==> src/rtl/uart_pkg.sv <==
// Shared UART definitions: frame constants, line levels, FSM encoding and baud helper.
// Used by both the transmit and receive paths.
package uart_pkg;

  localparam int   UART_DATA_BITS   = 8;
  localparam logic UART_START_LEVEL = 1'b0;
  localparam logic UART_STOP_LEVEL  = 1'b1;
  localparam logic UART_IDLE_LEVEL  = 1'b1;

  typedef enum logic [1:0] {
    ST_IDLE,
    ST_START,
    ST_DATA,
    ST_STOP
  } uart_state_e;

  // Integer-truncated clock cycles per line bit.
  function automatic int cycles_per_bit(input int clock_frequency, input int baud_rate);
    return clock_frequency / baud_rate;
  endfunction

endpackage

==> src/rtl/uart_transmitter_if.sv <==
// Byte-stream valid/ready handshake feeding the UART transmitter.
interface uart_transmitter_if;
  import uart_pkg::*;

  logic [UART_DATA_BITS-1:0] transmit_data;
  logic                      transmit_valid;
  logic                      transmit_ready;

  modport master (output transmit_data, output transmit_valid, input  transmit_ready);
  modport slave  (input  transmit_data, input  transmit_valid, output transmit_ready);

endinterface

==> src/rtl/uart_transmit_fifo.sv <==
// Synchronous FIFO with extra-MSB pointers; full/empty come straight from pointer compare.
module uart_transmit_fifo #(
  parameter int DEPTH = 4,
  parameter int WIDTH = 8
) (
  input  logic             clock,
  input  logic             reset,
  input  logic             push,
  input  logic [WIDTH-1:0] push_data,
  input  logic             pop,
  output logic [WIDTH-1:0] pop_data,
  output logic             full,
  output logic             empty,
  output logic             empty_next
);

  localparam int AW = $clog2(DEPTH);

  logic [AW:0]      wr_ptr, rd_ptr;
  logic [AW:0]      wr_ptr_n, rd_ptr_n;
  logic [WIDTH-1:0] mem [DEPTH];
  logic             do_push, do_pop;

  assign full  = (wr_ptr[AW] != rd_ptr[AW]) && (wr_ptr[AW-1:0] == rd_ptr[AW-1:0]);
  assign empty = (wr_ptr == rd_ptr);

  // Overflow/underflow requests are ignored rather than corrupting pointers.
  assign do_push = push && !full;
  assign do_pop  = pop && !empty;

  always_comb begin
    wr_ptr_n = wr_ptr + {{AW{1'b0}}, do_push};
    rd_ptr_n = rd_ptr + {{AW{1'b0}}, do_pop};
  end

  // Occupancy after the coming edge, so the owner can register an exact busy flag.
  assign empty_next = (wr_ptr_n == rd_ptr_n);

  always_ff @(posedge clock or negedge reset) begin
    if (!reset) begin
      wr_ptr <= '0;
      rd_ptr <= '0;
    end else begin
      wr_ptr <= wr_ptr_n;
      rd_ptr <= rd_ptr_n;
    end
  end

  always_ff @(posedge clock) begin
    if (do_push) mem[wr_ptr[AW-1:0]] <= push_data;
  end

  assign pop_data = mem[rd_ptr[AW-1:0]];

endmodule

==> src/rtl/uart_transmitter.sv <==
// UART transmit path: FIFO-buffered bytes serialised as 8N1/8N2 frames, LSB first.
// FSM, baud counter, bit counter and shift register live here; buffering is in the FIFO.
module uart_transmitter
  import uart_pkg::*;
#(
  parameter int BAUD_RATE       = 9600,
  parameter int CLOCK_FREQUENCY = 100000000,
  parameter int FIFO_DEPTH      = 4,
  parameter int STOP_BITS       = 1
) (
  input  logic                clock,
  input  logic                reset,
  uart_transmitter_if.slave   tx,
  output logic                transmit_uart,
  output logic                busy
);

  localparam int CPB   = cycles_per_bit(CLOCK_FREQUENCY, BAUD_RATE);
  localparam int CNT_W = (CPB > 1) ? $clog2(CPB) : 1;
  localparam int BIT_W = $clog2(UART_DATA_BITS);

  localparam logic [CNT_W-1:0] CNT_LAST  = CNT_W'(CPB - 1);
  localparam logic [BIT_W-1:0] DATA_LAST = BIT_W'(UART_DATA_BITS - 1);
  localparam logic [BIT_W-1:0] STOP_LAST = BIT_W'(STOP_BITS - 1);

  uart_state_e               state, state_n;
  logic [CNT_W-1:0]          baud_cnt, baud_cnt_n;
  logic [BIT_W-1:0]          bit_idx, bit_idx_n;
  logic [UART_DATA_BITS-1:0] shift_reg, shift_reg_n;
  logic                      line_n, busy_n;
  logic                      bit_done;

  logic                      push, pop;
  logic [UART_DATA_BITS-1:0] fifo_data;
  logic                      fifo_full, fifo_empty, fifo_empty_next;

  assign push              = tx.transmit_valid && !fifo_full;
  assign tx.transmit_ready = !fifo_full;

  uart_transmit_fifo #(
    .DEPTH (FIFO_DEPTH),
    .WIDTH (UART_DATA_BITS)
  ) u_fifo (
    .clock      (clock),
    .reset      (reset),
    .push       (push),
    .push_data  (tx.transmit_data),
    .pop        (pop),
    .pop_data   (fifo_data),
    .full       (fifo_full),
    .empty      (fifo_empty),
    .empty_next (fifo_empty_next)
  );

  assign bit_done = (baud_cnt == CNT_LAST);

  always_comb begin
    state_n     = state;
    baud_cnt_n  = baud_cnt;
    bit_idx_n   = bit_idx;
    shift_reg_n = shift_reg;
    line_n      = transmit_uart;
    pop         = 1'b0;

    case (state)
      ST_IDLE: begin
        line_n = UART_IDLE_LEVEL;
        if (!fifo_empty) begin
          pop         = 1'b1;
          shift_reg_n = fifo_data;
          line_n      = UART_START_LEVEL;
          baud_cnt_n  = '0;
          state_n     = ST_START;
        end
      end

      ST_START: begin
        if (bit_done) begin
          baud_cnt_n = '0;
          bit_idx_n  = '0;
          line_n     = shift_reg[0];
          state_n    = ST_DATA;
        end else begin
          baud_cnt_n = baud_cnt + CNT_W'(1);
        end
      end

      ST_DATA: begin
        if (bit_done) begin
          baud_cnt_n = '0;
          if (bit_idx == DATA_LAST) begin
            bit_idx_n = '0;
            line_n    = UART_STOP_LEVEL;
            state_n   = ST_STOP;
          end else begin
            shift_reg_n = shift_reg >> 1;
            line_n      = shift_reg[1];
            bit_idx_n   = bit_idx + BIT_W'(1);
          end
        end else begin
          baud_cnt_n = baud_cnt + CNT_W'(1);
        end
      end

      ST_STOP: begin
        // bit_idx counts stop bits here; a queued byte starts with no idle gap.
        if (bit_done) begin
          baud_cnt_n = '0;
          if (bit_idx == STOP_LAST) begin
            bit_idx_n = '0;
            if (!fifo_empty) begin
              pop         = 1'b1;
              shift_reg_n = fifo_data;
              line_n      = UART_START_LEVEL;
              state_n     = ST_START;
            end else begin
              line_n  = UART_IDLE_LEVEL;
              state_n = ST_IDLE;
            end
          end else begin
            bit_idx_n = bit_idx + BIT_W'(1);
          end
        end else begin
          baud_cnt_n = baud_cnt + CNT_W'(1);
        end
      end

      default: begin
        line_n  = UART_IDLE_LEVEL;
        state_n = ST_IDLE;
      end
    endcase

    busy_n = (state_n != ST_IDLE) || !fifo_empty_next;
  end

  always_ff @(posedge clock or negedge reset) begin
    if (!reset) begin
      state         <= ST_IDLE;
      baud_cnt      <= '0;
      bit_idx       <= '0;
      shift_reg     <= '0;
      transmit_uart <= UART_IDLE_LEVEL;
      busy          <= 1'b0;
    end else begin
      state         <= state_n;
      baud_cnt      <= baud_cnt_n;
      bit_idx       <= bit_idx_n;
      shift_reg     <= shift_reg_n;
      transmit_uart <= line_n;
      busy          <= busy_n;
    end
  end

endmodule

==> src/flat_wrapper.sv <==
// flat-port wrapper written by rule: the top's interface ports become plain ports
module uart_transmitter_flat import uart_pkg::*;
#(
  parameter int BAUD_RATE       = 9600,
  parameter int CLOCK_FREQUENCY = 100000000,
  parameter int FIFO_DEPTH      = 4,
  parameter int STOP_BITS       = 1
)
  (clock, reset, transmit_uart, busy, tx_transmit_data, tx_transmit_valid, tx_transmit_ready);
  uart_transmitter_if tx_i ();
  input  logic clock;
  input  logic reset;
  output logic transmit_uart;
  output logic busy;
  input wire logic [$bits(tx_i.transmit_data)-1:0] tx_transmit_data;
  input wire logic [$bits(tx_i.transmit_valid)-1:0] tx_transmit_valid;
  output wire logic [$bits(tx_i.transmit_ready)-1:0] tx_transmit_ready;
  assign tx_i.transmit_data = tx_transmit_data;
  assign tx_i.transmit_valid = tx_transmit_valid;
  assign tx_transmit_ready = tx_i.transmit_ready;
  uart_transmitter #(.BAUD_RATE(BAUD_RATE), .CLOCK_FREQUENCY(CLOCK_FREQUENCY), .FIFO_DEPTH(FIFO_DEPTH), .STOP_BITS(STOP_BITS)) u_core (.clock(clock), .reset(reset), .tx(tx_i), .transmit_uart(transmit_uart), .busy(busy));
endmodule
==> config.mk <==
export PLATFORM = sky130hd
export DESIGN_NAME = uart_transmitter_flat
export DESIGN_NICKNAME = d
export VERILOG_FILES = /design/src/rtl/uart_pkg.sv /design/src/rtl/uart_transmitter_if.sv /design/src/rtl/uart_transmit_fifo.sv /design/src/rtl/uart_transmitter.sv /design/src/flat_wrapper.sv
export SDC_FILE = /design/constraint.sdc
export NUM_CORES = 1
export LEC_CHECK = 0
export ABC_AREA = 1
export CORE_MARGIN = 4
export CORE_UTILIZATION = 50
export DETAILED_ROUTE_END_ITERATION = 8
export PLACE_DENSITY = 0.72
export SETUP_SLACK_MARGIN = 0.15
export SLEW_MARGIN = 20
export SYNTH_ARGS = -nofsm -noshare
export SYNTH_HDL_FRONTEND = slang
export SYNTH_HIERARCHICAL = 1
export SYNTH_SLANG_ARGS = --single-unit
==> constraint.sdc <==
create_clock -name clock -period 4.7 [get_ports clock]
set_input_delay 0.94 -clock clock [delete_from_list [all_inputs] [get_ports clock]]
set_output_delay 0.94 -clock clock [all_outputs]
set_load 0.02 [all_outputs]
After elaboration in Yosys (flattened, before gate mapping)
Memories as Yosys holds them, arrays and structs flattened.
Cells that the tools add are included.

storage, ports and cells
  memories = 1
  register bits after elaboration = 35
  RAM bits = 32
  output and inout bits = 3
  bits of input ports = 11
  logic and storage cells = 81

cells by class
  mux-type cells = 36
  eq/ne operators = 15
  reductions and logical operators = 17
  add/sub/neg operators = 4

memories
  memory             words  width  rd ports  clocked after memory_dff  write ports  line                      source
  u_core.u_fifo.mem  4      8      1         0                         1            uart_transmit_fifo.sv:21  logic [WIDTH-1:0] mem [DEPTH];

operators by type and width
  operator                 count
  $mux W8                  5
  $mux W14                 2
  $pmux W14 S2             1
  $pmux W8 S3              1
  $mux W3                  5
  $add A14 B1 Y14 const B  1
  $eq A14 B14 Y1 const B   1
  $mux W1                  12
  $mux W2                  6
  $pmux W3 S3              1
  $ne A2 B1 Y1 const B     4
  $pmux W2 S4              1
  $reduce_and A4 Y1        2
  $add A3 B1 Y3            2
  $eq A3 B3 Y1             2
  $reduce_bool A3 Y1       2
  $reduce_and A5 Y1        1
  $eq A2 B2 Y1 const B     2
  $logic_and A1 B1 Y1      4
  $ne A2 B2 Y1 const B     2
  $pmux W1 S4              1
  $add A3 B1 Y3 const B    1
  $eq A3 B3 Y1 const B     1
  $logic_not A1 Y1         3
  9 further kinds          9

Longest topological paths before layout
  word-level depth = 10
  mapped depth = 16
  gate-level depth less buffers = 15

Hierarchy
Netlist, hierarchy kept.

modules (own cells, without submodules)
  module              instances  cells each  area each (um^2)  seq. area each (um^2)
  uart_transmitter    1          231         1761.7            726.9
  uart_transmit_fifo  1          125         1594.0            1111.1

Least setup slack after synthesis
No wires, ideal clock.

  path kind = register -> register
  start = reg u_core.baud_cnt[0]
  end = reg u_core.busy
  period minus slack after synthesis = 2101 ps
  path buffers = 0
  cell stages (with the launch flop) = 15
  library setup time = 131 ps
  setup slack = 2599 ps
  arrival = 1970 ps
  cells stage by stage = dfrtp_1 -> ha_1 -> nand3_2 -> nor2_2 -> nand3_1 -> nor2_1 -> o21a_1 -> nand2_1 -> inv_1 -> ha_1 -> ha_1 -> xnor2_1 -> nand2_1 -> a21oi_2 -> nand3_1

on the way
  longest elaborated chain between the ends = 8
  elaborated cells on any way between the ends = 13
  those cells by class = add/sub: 1; eq/ne: 2; mux: 6; reduce/logical: 4

ends and longest elaborated chain
  item                           line                      source
  from (decl)                    uart_transmitter.sv:27    logic [CNT_W-1:0] baud_cnt, baud_cnt_n;
  from (signal assigned)         uart_transmitter.sv:147   baud_cnt <= baud_cnt_n;
  $eq A14 B14 Y1                 uart_transmitter.sv:55    assign bit_done = (baud_cnt == CNT_LAST);
  $mux W1                        uart_transmitter.sv:107   if (bit_done) begin
  $pmux W1 S2                    uart_transmitter.sv:65    case (state)
  via u_core.pop                 uart_transmitter.sv:33    logic push, pop;
  $logic_and A1 B1 Y1            uart_transmit_fifo.sv:29  assign do_pop = pop && !empty;
  $add A3 B1 Y3                  uart_transmit_fifo.sv:33  rd_ptr_n = rd_ptr + {{AW{1'b0}}, do_pop};
  via u_core.u_fifo.rd_ptr_n[1]  uart_transmit_fifo.sv:20  logic [AW:0] wr_ptr_n, rd_ptr_n;
  $eq A3 B3 Y1                   uart_transmit_fifo.sv:37  assign empty_next = (wr_ptr_n == rd_ptr_n);
  via u_core.fifo_empty_next     uart_transmitter.sv:35    logic fifo_full, fifo_empty, fifo_empty_next;
  $logic_not A1 Y1               uart_transmitter.sv:134   busy_n = (state_n != ST_IDLE) || !fifo_empty_next;
  $logic_or A1 B1 Y1             uart_transmitter.sv:134
  via u_core.busy_n              uart_transmitter.sv:30    logic line_n, busy_n;
  to (signal assigned)           uart_transmitter.sv:151   busy <= busy_n;
  to (decl)                      uart_transmitter.sv:15    output logic busy

The timed path passes the listed nets, and every way through them passes these cells.
A chain may end at the register's enable or synchronous reset.

Worst setup path after layout
  start = reg u_core.u_fifo.rd_ptr[0]
  end = out tx_transmit_ready

on the way
  longest elaborated chain between the ends = 3

ends and longest elaborated chain
  item                    line                      source
  from (decl)             uart_transmit_fifo.sv:19  logic [AW:0] wr_ptr, rd_ptr;
  from (signal assigned)  uart_transmit_fifo.sv:45  rd_ptr <= rd_ptr_n;
  $eq A2 B2 Y1            uart_transmit_fifo.sv:24  assign full = (wr_ptr[AW] != rd_ptr[AW]) && (wr_ptr[AW-1:0] == rd_ptr[AW-1:0]);
  $logic_and A1 B1 Y1     uart_transmit_fifo.sv:24
  via u_core.fifo_full    uart_transmitter.sv:35
  $logic_not A1 Y1        uart_transmitter.sv:38    assign tx.transmit_ready = !fifo_full;
  to (decl)               flat_wrapper.sv:17        output wire logic [$bits(tx_i.transmit_ready)-1:0] tx_transmit_ready;

The timed path passes the listed nets, and every way through them passes these cells.

==> run_summary.xml <==
<?xml version="1.0" encoding="UTF-8"?>
<metrics>
  <group name="hold_path">
    <metric name="hp-class" unit="">reg -&gt; reg</metric>
  </group>
  <group name="timing">
    <metric name="skew" unit="ps">7.22</metric>
    <metric name="layout_min_cycle_time" unit="ps">3010</metric>
    <metric name="highest_achievable_clock_rate" unit="MHz">333</metric>
    <metric name="final_hold_viol_count" unit="">0</metric>
    <metric name="fin_crit_sh" unit="%">63.9</metric>
    <metric name="finalWorstSetupSlack" unit="ps">1690</metric>
    <metric name="final_count_of_pins_violating_max_slew" unit="">0</metric>
    <metric name="finalSetupTns" unit="ps">0</metric>
    <metric name="relSlewSlack" unit="%">51.5</metric>
    <metric name="worst_pin_slew" unit="ps">725</metric>
    <metric name="rsz0062_at_grt" unit="">false</metric>
    <metric name="setup_viol" unit="">0</metric>
  </group>
  <group name="flow_run">
    <metric name="drv.max_cap_violation_count" unit="">0</metric>
  </group>
  <group name="yosys">
    <metric name="synth.ff_latch_count" unit="">67</metric>
    <metric name="yosys.area.top_type_share" unit="%">28.6</metric>
    <metric name="postSynthCellCount" unit="">356</metric>
    <metric name="synth_sequential_area_ratio" unit="%">54.8</metric>
    <metric name="syn-cell-area" unit="mm2">0.00336</metric>
    <metric name="synth_top_area_cell" unit="">sky130_fd_sc_hd__edfxtp_1</metric>
    <metric name="synthesis.area_per_instance" unit="um2">9.43</metric>
    <metric name="post_synthesis_net_count" unit="">379</metric>
    <metric name="ys_warn_count" unit="">6</metric>
    <metric name="netlist-cell-type-count" unit="">32</metric>
    <metric name="synthArstFlopShare" unit="%">52.2</metric>
    <metric name="synth_top_cells_by_area" unit="">sky130_fd_sc_hd__edfxtp_1 29%, sky130_fd_sc_hd__dfrtp_1 25%, sky130_fd_sc_hd__nand2_1 7.5%</metric>
    <metric name="synth_enable_flop_cells" unit="">32</metric>
    <metric name="synth_ff_type" unit="">sky130_fd_sc_hd__dfrtp_1</metric>
  </group>
  <group name="cells_and_area">
    <metric name="layout.cells.most_common" unit="">sky130_fd_sc_hd__nand2_1</metric>
    <metric name="final_design_utilization" unit="%">58.2</metric>
    <metric name="num_antenna_cells" unit="">0</metric>
    <metric name="final_net_count" unit="">397</metric>
    <metric name="filler_instances" unit="">551</metric>
    <metric name="post_route_cells_drive_above_1_share" unit="%">9.23</metric>
    <metric name="commonest_cells_after_routing_fill_and_taps_aside" unit="">67 x sky130_fd_sc_hd__nand2_1, 44 x sky130_fd_sc_hd__o21ai_0, 41 x sky130_fd_sc_hd__inv_1, 37 x sky130_fd_sc_hd__nor2_1, 34 x sky130_fd_sc_hd__dfrtp_1</metric>
    <metric name="area.growth.synth_to_final" unit="%">11.4</metric>
    <metric name="largest_reg_flops" unit="">32</metric>
    <metric name="fin_cells" unit="">456</metric>
  </group>
  <group name="clocking">
    <metric name="cts.sinks" unit="">67</metric>
    <metric name="clk_pin_slew_worst_setup_hold_paths" unit="ps">70</metric>
    <metric name="h_tree_level_count" unit="">3</metric>
    <metric name="cts_inserted_buffers" unit="">9</metric>
    <metric name="post_cts_resize_count" unit="">0</metric>
    <metric name="cts_max_path_buffers" unit="">2</metric>
    <metric name="clk_latency" unit="ps">340</metric>
    <metric name="post-cts-setup-buffers" unit="">0</metric>
    <metric name="cts_root_buf" unit="">sky130_fd_sc_hd__clkbuf_8</metric>
    <metric name="tritoncts" unit="">yes</metric>
    <metric name="postCtsHoldBufs" unit="">0</metric>
  </group>
  <group name="global_routing">
    <metric name="via_count_of_the_first_global_routing_pass" unit="">2333</metric>
    <metric name="grt_max_degree" unit="">36</metric>
    <metric name="number_of_antenna_violations_at_the_first_check_in_global_routing" unit="">0</metric>
    <metric name="globalRouteTotalUtil" unit="%">16.3</metric>
    <metric name="grt_first_pass_wirelength" unit="mm">10.7</metric>
    <metric name="grt-ovfl-total" unit="">0</metric>
  </group>
  <group name="floorplanning">
    <metric name="top_level_ports" unit="">14</metric>
    <metric name="total_die_area" unit="mm2">0.00809</metric>
    <metric name="core_area" unit="mm2">0.00642</metric>
    <metric name="horizontal_die_dimension" unit="um">89.9</metric>
    <metric name="die-height" unit="um">89.9</metric>
    <metric name="rows" unit="">29</metric>
    <metric name="floorplan.initialDensity" unit="%">52.3</metric>
  </group>
  <group name="power_and_ir_drop">
    <metric name="power_density" unit="mW/mm2">576</metric>
    <metric name="finalPower" unit="mW">2.15</metric>
    <metric name="p_leak" unit="nW">1.56</metric>
    <metric name="ir_drop" unit="V">0.000370</metric>
  </group>
  <group name="drt">
    <metric name="routed_via_density" unit="">5.31</metric>
    <metric name="drt_first_iter_violations" unit="">227</metric>
    <metric name="postRouteWirelength" unit="mm">6.30</metric>
    <metric name="drt-wirelength-per-cell" unit="um">13.8</metric>
    <metric name="remaining_drc_errors" unit="">0</metric>
    <metric name="detailroute.via_count" unit="">2422</metric>
    <metric name="first_pass_iters" unit="">4</metric>
    <metric name="antenna_violating_nets_post_route" unit="">0</metric>
  </group>
  <group name="placed_design">
    <metric name="place_worst_setup_slack" unit="ps">2020</metric>
    <metric name="detailed_place_hpwl" unit="mm">4.52</metric>
    <metric name="dp_cells" unit="">440</metric>
    <metric name="gp_congestion" unit="">0.853</metric>
    <metric name="io_buffer_count" unit="">13</metric>
  </group>
  <group name="setup_path">
    <metric name="worst_setup_path_end_kind" unit="">output pin</metric>
    <metric name="critPathRequiredTime" unit="ps">3760</metric>
    <metric name="critPathArrivalTime" unit="ps">2070</metric>
    <metric name="setup.worst_path.class" unit="">reg -&gt; out</metric>
    <metric name="critical_path.max_fanout" unit="">19</metric>
    <metric name="worstSetupStartpointType" unit="">flop</metric>
  </group>
  <group name="status">
    <metric name="outcome" unit="">finished, final reports clean</metric>
  </group>
</metrics>
-- metal layers --
layer  part of all wire (%)  global-route usage, %  vias to the layer above  wire, um
met5                      0                      0                        -         0
met4                   0.79                   4.97                        0        50
met3                    4.3                   4.67                        5       271
met2                     48                   26.4                       37      3040
li1                       -                      -                     1231         -
met1                     47                   21.5                     1149      2940
-- per-stage QoR --
step | instance area (um2) | hold slack [ps]
finish | 3740 | 498
global route | 3740 | 530
CTS | 3740 | 500
detailed placement | 3520 | 491
global placement | 3520 | 478
floorplan | 3360 | 464
-- worst max-delay path, stage by stage, from the launching register on --
cell and delay, ps:
sky130_fd_sc_hd__dfrtp_1 720, sky130_fd_sc_hd__xnor2_1 230, sky130_fd_sc_hd__nand3_2 120, sky130_fd_sc_hd__inv_1 90, sky130_fd_sc_hd__inv_1 40, sky130_fd_sc_hd__clkdlybuf4s50_1 530
-- final timing paths --
path	startpoint	end	slack, ps	cells past startpoint
setup / recovery	u_core/u_fifo/rd_ptr[0]	tx_transmit_ready	1690	5
hold / removal	u_core/transmit_uart	u_core/transmit_uart	500	2
hold reg to reg	u_core/transmit_uart	u_core/transmit_uart	500	2
max in group asynchronous	reset	u_core/transmit_uart	3340	2
setup reg to reg	u_core/u_fifo/rd_ptr[0]	u_core/busy	2140	13
min in group asynchronous	reset	u_core/baud_cnt[8]	1010	2
-- cell type report --
class	count	area, um2	area share [%]
flip-flops and latches	67	1840	49.2
multi-input cells	235	1270	34.0
inverters	47	179	4.79
repair buffers	14	138	3.68
clock buffers	10	128	3.41
well taps	77	96.3	2.58
clock inverters	6	88.8	2.38
-- report_power, final --
part	switching, mW	internal (mW)
combinational	0.458	0.288
clock	0.222	0.300
sequential	0.106	0.778
total	0.787	1.37
-- synthesized netlist by cell type (2+ instances only) --
cell type                  count
sky130_fd_sc_hd__a21oi_1       6
sky130_fd_sc_hd__a21oi_2       2
sky130_fd_sc_hd__a31oi_1       2
sky130_fd_sc_hd__buf_6         5
sky130_fd_sc_hd__dfrtp_1      34
sky130_fd_sc_hd__edfxtp_1     32
sky130_fd_sc_hd__ha_1         12
sky130_fd_sc_hd__inv_1        41
sky130_fd_sc_hd__inv_2         5
sky130_fd_sc_hd__nand2_1      67
sky130_fd_sc_hd__nand2_2       2
sky130_fd_sc_hd__nand3_1      15
sky130_fd_sc_hd__nand3_2       2
sky130_fd_sc_hd__nand3b_1      2
sky130_fd_sc_hd__nand4_1       2
sky130_fd_sc_hd__nor2_1       37
sky130_fd_sc_hd__nor2_2        4
sky130_fd_sc_hd__nor3_1        3
sky130_fd_sc_hd__o211ai_1      5
sky130_fd_sc_hd__o21a_1        3
sky130_fd_sc_hd__o21ai_0      44
sky130_fd_sc_hd__o22ai_1      13
sky130_fd_sc_hd__xnor2_1       5
sky130_fd_sc_hd__xor2_1        5
-- cell families (layout without fill, tap and decap cells) --
family,after synthesis,count (layout),synth area share (%)
AND/OR/NAND/NOR,136,136,17.4
AO/OA/AOI/OAI,77,77,13.4
flip-flops,67,67,54.8
buffers and inverters,54,77,7.35
adder cells (fa/ha/maj),12,12,4.47
XOR/XNOR,10,10,2.61
No activity file was read; power rests on OpenSTA's default activity.
